**src/rtl/dmem_ctrl.sv**
```systemverilog
// MEM-stage data port: turns RV32I loads/stores into single AXI4-Lite
// transactions, with alignment checks and load/store lane steering.
module dmem_ctrl #(
  parameter int AXI_ADDR_BITS = 32,
  parameter int AXI_DATA_BITS = 32
) (
  input  logic                       clk,
  input  logic                       rst_n,
  input  logic                       req_valid_i,
  input  logic                       req_write_i,
  input  logic [2:0]                 req_funct3_i,
  input  logic [AXI_ADDR_BITS-1:0]   req_addr_i,
  input  logic [AXI_DATA_BITS-1:0]   req_wdata_i,
  output logic                       stall_o,
  output logic                       done_o,
  output logic                       err_o,
  output logic                       excp_o,
  output logic [AXI_DATA_BITS-1:0]   rdata_o,
  output logic                       awvalid,
  input  logic                       awready,
  output logic [AXI_ADDR_BITS-1:0]   awaddr,
  output logic                       wvalid,
  input  logic                       wready,
  output logic [AXI_DATA_BITS-1:0]   wdata,
  output logic [AXI_DATA_BITS/8-1:0] wstrb,
  input  logic                       bvalid,
  output logic                       bready,
  input  logic [1:0]                 bresp,
  output logic                       arvalid,
  input  logic                       arready,
  output logic [AXI_ADDR_BITS-1:0]   araddr,
  input  logic                       rvalid,
  output logic                       rready,
  input  logic [AXI_DATA_BITS-1:0]   rdata,
  input  logic [1:0]                 rresp
);

  localparam int STRB = AXI_DATA_BITS / 8;

  typedef enum logic [2:0] {
    IDLE, W_REQ, W_RESP, R_REQ, R_RESP
  } state_t;

  state_t                     state;
  logic [AXI_ADDR_BITS-1:0]   addr_q;
  logic [2:0]                 funct3_q;
  logic [STRB-1:0]            wstrb_q;
  logic [AXI_DATA_BITS-1:0]   wdata_q;

  logic [1:0]                 sz;
  logic                       illegal;
  logic                       misal;
  logic                       excp_c;
  logic [STRB-1:0]            strb_c;
  logic [AXI_DATA_BITS-1:0]   wd_c;
  logic [AXI_DATA_BITS-1:0]   sh;
  logic                       aw_left;
  logic                       w_left;

  assign sz = req_funct3_i[1:0];

  always_comb begin
    illegal = 1'b0;
    unique case (1'b1)
      req_write_i: illegal = req_funct3_i[2] | (sz == 2'b11);
      default:     illegal = (sz == 2'b11) | (req_funct3_i == 3'b110);
    endcase
  end

  assign misal = ((sz == 2'b01) & req_addr_i[0])
               | ((sz == 2'b10) & (req_addr_i[1:0] != 2'b00));

  assign excp_c = req_valid_i & (illegal | misal);
  assign excp_o = (state == IDLE) & excp_c;

  // Store lanes: strobe picks the byte(s), data is replicated so any lane works
  always_comb begin
    strb_c = '1;
    wd_c   = req_wdata_i;
    unique case (sz)
      2'b00: begin
        strb_c = STRB'(1) << req_addr_i[1:0];
        wd_c   = {STRB{req_wdata_i[7:0]}};
      end
      2'b01: begin
        strb_c = STRB'(3) << req_addr_i[1:0];
        wd_c   = {(STRB/2){req_wdata_i[15:0]}};
      end
      default: begin
        strb_c = '1;
        wd_c   = req_wdata_i;
      end
    endcase
  end

  assign sh = rdata >> {addr_q[1:0], 3'b000};

  always_comb begin
    rdata_o = rdata;
    case (funct3_q)
      3'b000:  rdata_o = {{(AXI_DATA_BITS-8){sh[7]}}, sh[7:0]};
      3'b001:  rdata_o = {{(AXI_DATA_BITS-16){sh[15]}}, sh[15:0]};
      3'b100:  rdata_o = {{(AXI_DATA_BITS-8){1'b0}}, sh[7:0]};
      3'b101:  rdata_o = {{(AXI_DATA_BITS-16){1'b0}}, sh[15:0]};
      default: rdata_o = rdata;
    endcase
  end

  assign done_o = (bready & bvalid) | (rready & rvalid);
  assign err_o  = (bready & bvalid & (bresp != 2'b00))
                | (rready & rvalid & (rresp != 2'b00));
  assign stall_o = req_valid_i & ~excp_o & ~done_o;

  assign awaddr = {addr_q[AXI_ADDR_BITS-1:2], 2'b00};
  assign araddr = {addr_q[AXI_ADDR_BITS-1:2], 2'b00};
  assign wdata  = wdata_q;
  assign wstrb  = wstrb_q;

  assign aw_left = awvalid & ~awready;
  assign w_left  = wvalid & ~wready;

  always_ff @(posedge clk or negedge rst_n) begin
    if (!rst_n) begin
      state    <= IDLE;
      addr_q   <= '0;
      funct3_q <= '0;
      wstrb_q  <= '0;
      wdata_q  <= '0;
      awvalid  <= 1'b0;
      wvalid   <= 1'b0;
      bready   <= 1'b0;
      arvalid  <= 1'b0;
      rready   <= 1'b0;
    end else begin
      unique case (state)
        IDLE: begin
          if (req_valid_i && !excp_c) begin
            addr_q   <= req_addr_i;
            funct3_q <= req_funct3_i;
            wstrb_q  <= strb_c;
            wdata_q  <= wd_c;
            if (req_write_i) begin
              state   <= W_REQ;
              awvalid <= 1'b1;
              wvalid  <= 1'b1;
            end else begin
              state   <= R_REQ;
              arvalid <= 1'b1;
            end
          end
        end
        // AW and W complete independently; leave only after both
        W_REQ: begin
          awvalid <= aw_left;
          wvalid  <= w_left;
          if (!aw_left && !w_left) begin
            state  <= W_RESP;
            bready <= 1'b1;
          end
        end
        W_RESP: begin
          if (bvalid) begin
            state  <= IDLE;
            bready <= 1'b0;
          end
        end
        R_REQ: begin
          if (arready) begin
            state   <= R_RESP;
            arvalid <= 1'b0;
            rready  <= 1'b1;
          end
        end
        R_RESP: begin
          if (rvalid) begin
            state  <= IDLE;
            rready <= 1'b0;
          end
        end
        default: state <= IDLE;
      endcase
    end
  end

endmodule

```
**config.mk**
```make
export PLATFORM = sky130hd
export DESIGN_NAME = dmem_ctrl
export DESIGN_NICKNAME = d
export VERILOG_FILES = /design/src/rtl/dmem_ctrl.sv
export SDC_FILE = /design/constraint.sdc
export NUM_CORES = 1
export LEC_CHECK = 0
export ABC_AREA = 0
export CAP_MARGIN = 10
export CELL_PAD_IN_SITES_DETAIL_PLACEMENT = 1
export CELL_PAD_IN_SITES_GLOBAL_PLACEMENT = 1
export CORE_MARGIN = 2
export CORE_UTILIZATION = 29
export DETAILED_ROUTE_END_ITERATION = 10
export PLACE_DENSITY = 0.91
export SETUP_SLACK_MARGIN = 0.5
export SYNTH_ARGS = -nofsm -noshare
export SYNTH_HDL_FRONTEND = slang
export SYNTH_SLANG_ARGS = --single-unit
export TNS_END_PERCENT = 30
```
**constraint.sdc**
```tcl
create_clock -name clk -period 2.2 [get_ports clk]
set_input_delay 0.33 -clock clk [delete_from_list [all_inputs] [get_ports clk]]
set_output_delay 0.33 -clock clk [all_outputs]
set_load 0.02 [all_outputs]
```
==> flow_summary_export.csv <==
group,metric,value,unit
outcome,status,"complete, but fails checks",
outcome,violations,"setup timing",
sta,fin_tns_setup,-3.203,ns
floorplan,coreArea,16520,um2
place,routabilityCongestion,0.8067,
sta,rsz0062_at_grt,"true",
route,viasPerCell,4.767,
setup_path,r2r_end,"addr_q[19]",
setup_path,cp-end-kind,"output pin",
sta,setup_slack,-0.1845,ns
setup_path,cp_data_required_time,1.87,ns
synth,yosysSeqAreaShare,40.43,%
floorplan,rows,47,
setup_path,worstPathCellList,"mux4_2 > mux2i_4 > buf_6 > buf_16 > buf_12 > o21ai_4 > buf_6",
synth,avgSynthCellArea,9.999,um2
place,port_buffers,248,
sta,fin_crit,2.385,ns
clock_network,cts.sinks,79,
sta,setup_viol,27,
clock_network,clock_latency,0.33,ns
setup_path,setup.worst_path.class,"reg -> out",
clock_network,htreeDepth,3,
final_layout,area_growth_syn_to_layout,70.62,%
route,routedWlPerCell,19.68,um
place,hpwl,13170,um
route,drc,0,
min_path,hold_end,"funct3_q[2]",
clock_network,clk_pin_slew,0.06,ns
final_layout,diodes,0,
final_layout,fin_cells,947,
final_layout,utilization,50.49,%
global_routing,grt_max_degree,48,
route,antenna_left,0,
synth,syn-instance-count,489,
setup_path,critPathMostFrequentCell,"buf_6",
setup_path,cp.arrival,2.05,ns
global_routing,gr-total-overflow,0,
sta,max_slew_margin,62.36,%
clock_network,root_buffer,"clkbuf_16",
sta,clock_skew,0.006704,ns
global_routing,grtUsageTotal,19.71,%
pwr,power.density,1577,nW/um2
sta,finalHoldViolCount,0,
pwr,power.leakage,0.003968,uW
route,num_vias,4514,
setup_path,worstSetupStartpointType,"register",
synth,syn-cell-area,4890,um2
setup_path,r2r_slack,0.37,ns
flow_run,drv_cap,0,
route,finalWirelength,18640,um
min_path,hold_start,"req_funct3_i[2]",
setup_path,cpMaxStageDelayCell,"mux4_2",
route,drtIter0Drc,100,
global_routing,antenna_found_initial,0,
min_path,hp-class,"in -> reg",
synth,ys_seq_elements,79,
floorplan,fp.dieH,133.9,um
floorplan,initial_core_util,29.59,%
sta,holdWs,0.4550,ns
pwr,peakVddDrop,0.7753,mV
place,place_inst,909,
setup_path,crit_buf_inv,4,
setup_path,path_delay_family,"multiplexers",
synth,netlist-cell-type-count,41,
final_layout,nNetsFinal,835,
setup_path,cp-startpoint,"addr_q[1]",
floorplan,die_area,17920,um2
min_path,hold_path_depth,2,
floorplan,die_w,133.9,um
setup_path,reg2reg_from,"state[1]",
synth,ys.warnings.count,0,
clock_network,cts_tree,"built",
sta,post-route-period-util,108.4,%
setup_path,worst-r2r-cell-count,6,
final_layout,drive_gt1_share,33.15,%
route,detailedRoute.firstPassIterationCount,4,
clock_network,cts_buffer_depth,2,
sta,slew_viol_final,0,
sta,tightestPinTransition,0.5641,ns
sta,fmax,419.4,MHz
global_routing,grt_pass1_wl,27570,um
setup_path,worstPathMaxFanout,5,
clock_network,numCtsBuffers,9,
global_routing,grt_pass1_vias,4914,
setup_path,critical_path.max_stage_delay,0.56,ns
floorplan,ios,253,
cell usage in the layout, fill, tap and decap left out, types with 3 or more instances in the layout:
cell / synthesis / final
o21ai_1: 10 / 32
a21boi_2: 0 / 5
o21ai_4: 0 / 3
buf_4: 64 / 46
mux2_2: 10 / 6
nor2_1: 20 / 19
inv_1: 4 / 4
o21ai_2: 0 / 17
nand2_1: 76 / 52
a21oi_1: 19 / 18
dlygate4sd2_1: 0 / 13
dfrtp_1: 79 / 79
o31a_1: 8 / 8
o21ai_0: 48 / 6
a22oi_2: 0 / 7
clkdlybuf4s50_1: 0 / 171
dlymetal6s2s_1: 0 / 24
buf_2: 10 / 15
nand2b_1: 7 / 7
nor2b_1: 6 / 4
conb_1: 1 / 4
mux2i_1: 26 / 26
clkbuf_16: 0 / 12
nand2_4: 0 / 6
mux2_4: 40 / 44
buf_8: 0 / 5
nand2_2: 0 / 18
buf_6: 7 / 26
buf_12: 0 / 8
worst register-to-register path: stages (launching register included):
cell and delay, ns:
dfrtp_1 0.41, nor4b_4 0.34, buf_4 0.18, buf_6 0.10, o21ai_4 0.14, buf_12 0.23
mux2_4 0.33
final cells by class:
type	instances	area, um2
well taps	220	275.3
inverters	5	18.77
flip-flops and latches	79	1977
clock buffers	12	246.5
clock inverters	3	67.56
multi-input cells	313	2555
fillers	1769	8182
repair buffers	315	3203
routing by layer:
layer,part of all wire (%),vias up,track usage (%)
met5,0,-,0
met4,1.4,0,5.201
met3,7.7,20,6.311
met2,53,183,36.81
met1,37,2238,21.41
li1,-,2073,-
through the flow:
stage / worst slack [ns] / instance area (um2) / total power (uW)
5_1_grt: -0.2575 / 8343 / 13810
2_1_floorplan: 0.3870 / 4966 / 7496
3_3_place_gp: -0.5752 / 7457 / 10380
6_report: -0.1845 / 8343 / 13150
3_5_place_dp: -0.6212 / 7457 / 10610
4_1_cts: -0.1855 / 7959 / 12670
cell families after synthesis:
group           after synthesis  synth area share (%)
compound gates              109                 13.20
buf+inv                     100                 13.92
flops                        79                 40.43
mux                          78                 20.83
other cells                   1               0.07669
simple gates                122                 11.54
where the power goes:
| group | internal (uW) | total (uW) | leakage [uW] | switching [uW] |
|---|---|---|---|---|
| registers | 2170 | 2790 | 0.000963 | 616 |
| clock network | 1020 | 1610 | 0.000149 | 588 |
| logic | 4430 | 8750 | 0.00286 | 4330 |
| total | 7620 | 13200 | 0.00397 | 5530 |
worst max-delay path by stage:
stage,endpoint,slack (ns),cells after the start
after floorplan,rdata_o[10],0.39,4
after global placement,rdata_o[15],-0.58,7
after detailed placement,rdata_o[15],-0.62,7
after CTS,rdata_o[10],-0.19,8
after global routing,rdata_o[18],-0.26,7
final,rdata_o[18],-0.18,7
cell usage after synthesis:
| cell type | instances | area share, % |
|---|---|---|
| nor2_1 | 20 | 1.5 |
| a31oi_1 | 1 | 0.13 |
| a221oi_2 | 1 | 0.31 |
| a22oi_1 | 7 | 1.1 |
| a21o_1 | 1 | 0.15 |
| o31a_1 | 8 | 1.4 |
| nor2b_1 | 6 | 0.77 |
| buf_4 | 64 | 9.8 |
| nand2b_1 | 7 | 0.90 |
| clkbuf_1 | 12 | 0.92 |
| buf_1 | 2 | 0.15 |
| buf_6 | 7 | 1.6 |
| conb_1 | 1 | 0.077 |
| o21ai_0 | 48 | 4.9 |
| o22ai_1 | 1 | 0.13 |
| nand3b_1 | 2 | 0.31 |
| nor4_4 | 1 | 0.43 |
| dfrtp_1 | 79 | 40 |
| or2_2 | 3 | 0.38 |
| o21ai_1 | 10 | 1.0 |
| mux2i_1 | 26 | 5.3 |
| buf_2 | 10 | 1.0 |
| nor2_2 | 1 | 0.13 |
| mux2_4 | 40 | 12 |
| inv_1 | 4 | 0.31 |
| a221oi_1 | 1 | 0.18 |
| a211oi_1 | 1 | 0.15 |
| o41ai_1 | 1 | 0.18 |
| mux2i_4 | 1 | 0.46 |
| a41oi_1 | 2 | 0.36 |
| nor3b_4 | 1 | 0.38 |
| nor4b_2 | 1 | 0.31 |
| nor3b_1 | 3 | 0.46 |
| clkinv_1 | 1 | 0.077 |
| nand3_1 | 1 | 0.10 |
| nand2_1 | 76 | 5.8 |
| mux2_2 | 10 | 2.3 |
| a21boi_0 | 7 | 1.1 |
| a21oi_1 | 19 | 1.9 |
| o21bai_1 | 1 | 0.15 |
| mux4_2 | 1 | 0.46 |
timing repair:
item / CTS / global route
gates resized for setup: 242 / 117
hold buffers: 1 / 0
buffers inserted: 14 / 4
endpoints found under the setup margin: 102 / 116
pin swaps: 9 / 28
endpoints found under the hold margin: 32 / 0
gates cloned: 1 / 3
sequential cells by signal (all words and copies together) (netlist names):
signal    cells
addr_q       32
wdata        32
wstrb         4
funct3_q      3
state         3
arvalid       1
awvalid       1
bready        1
rready        1
wvalid        1
Note: power is estimated with default switching activity, not from simulation.
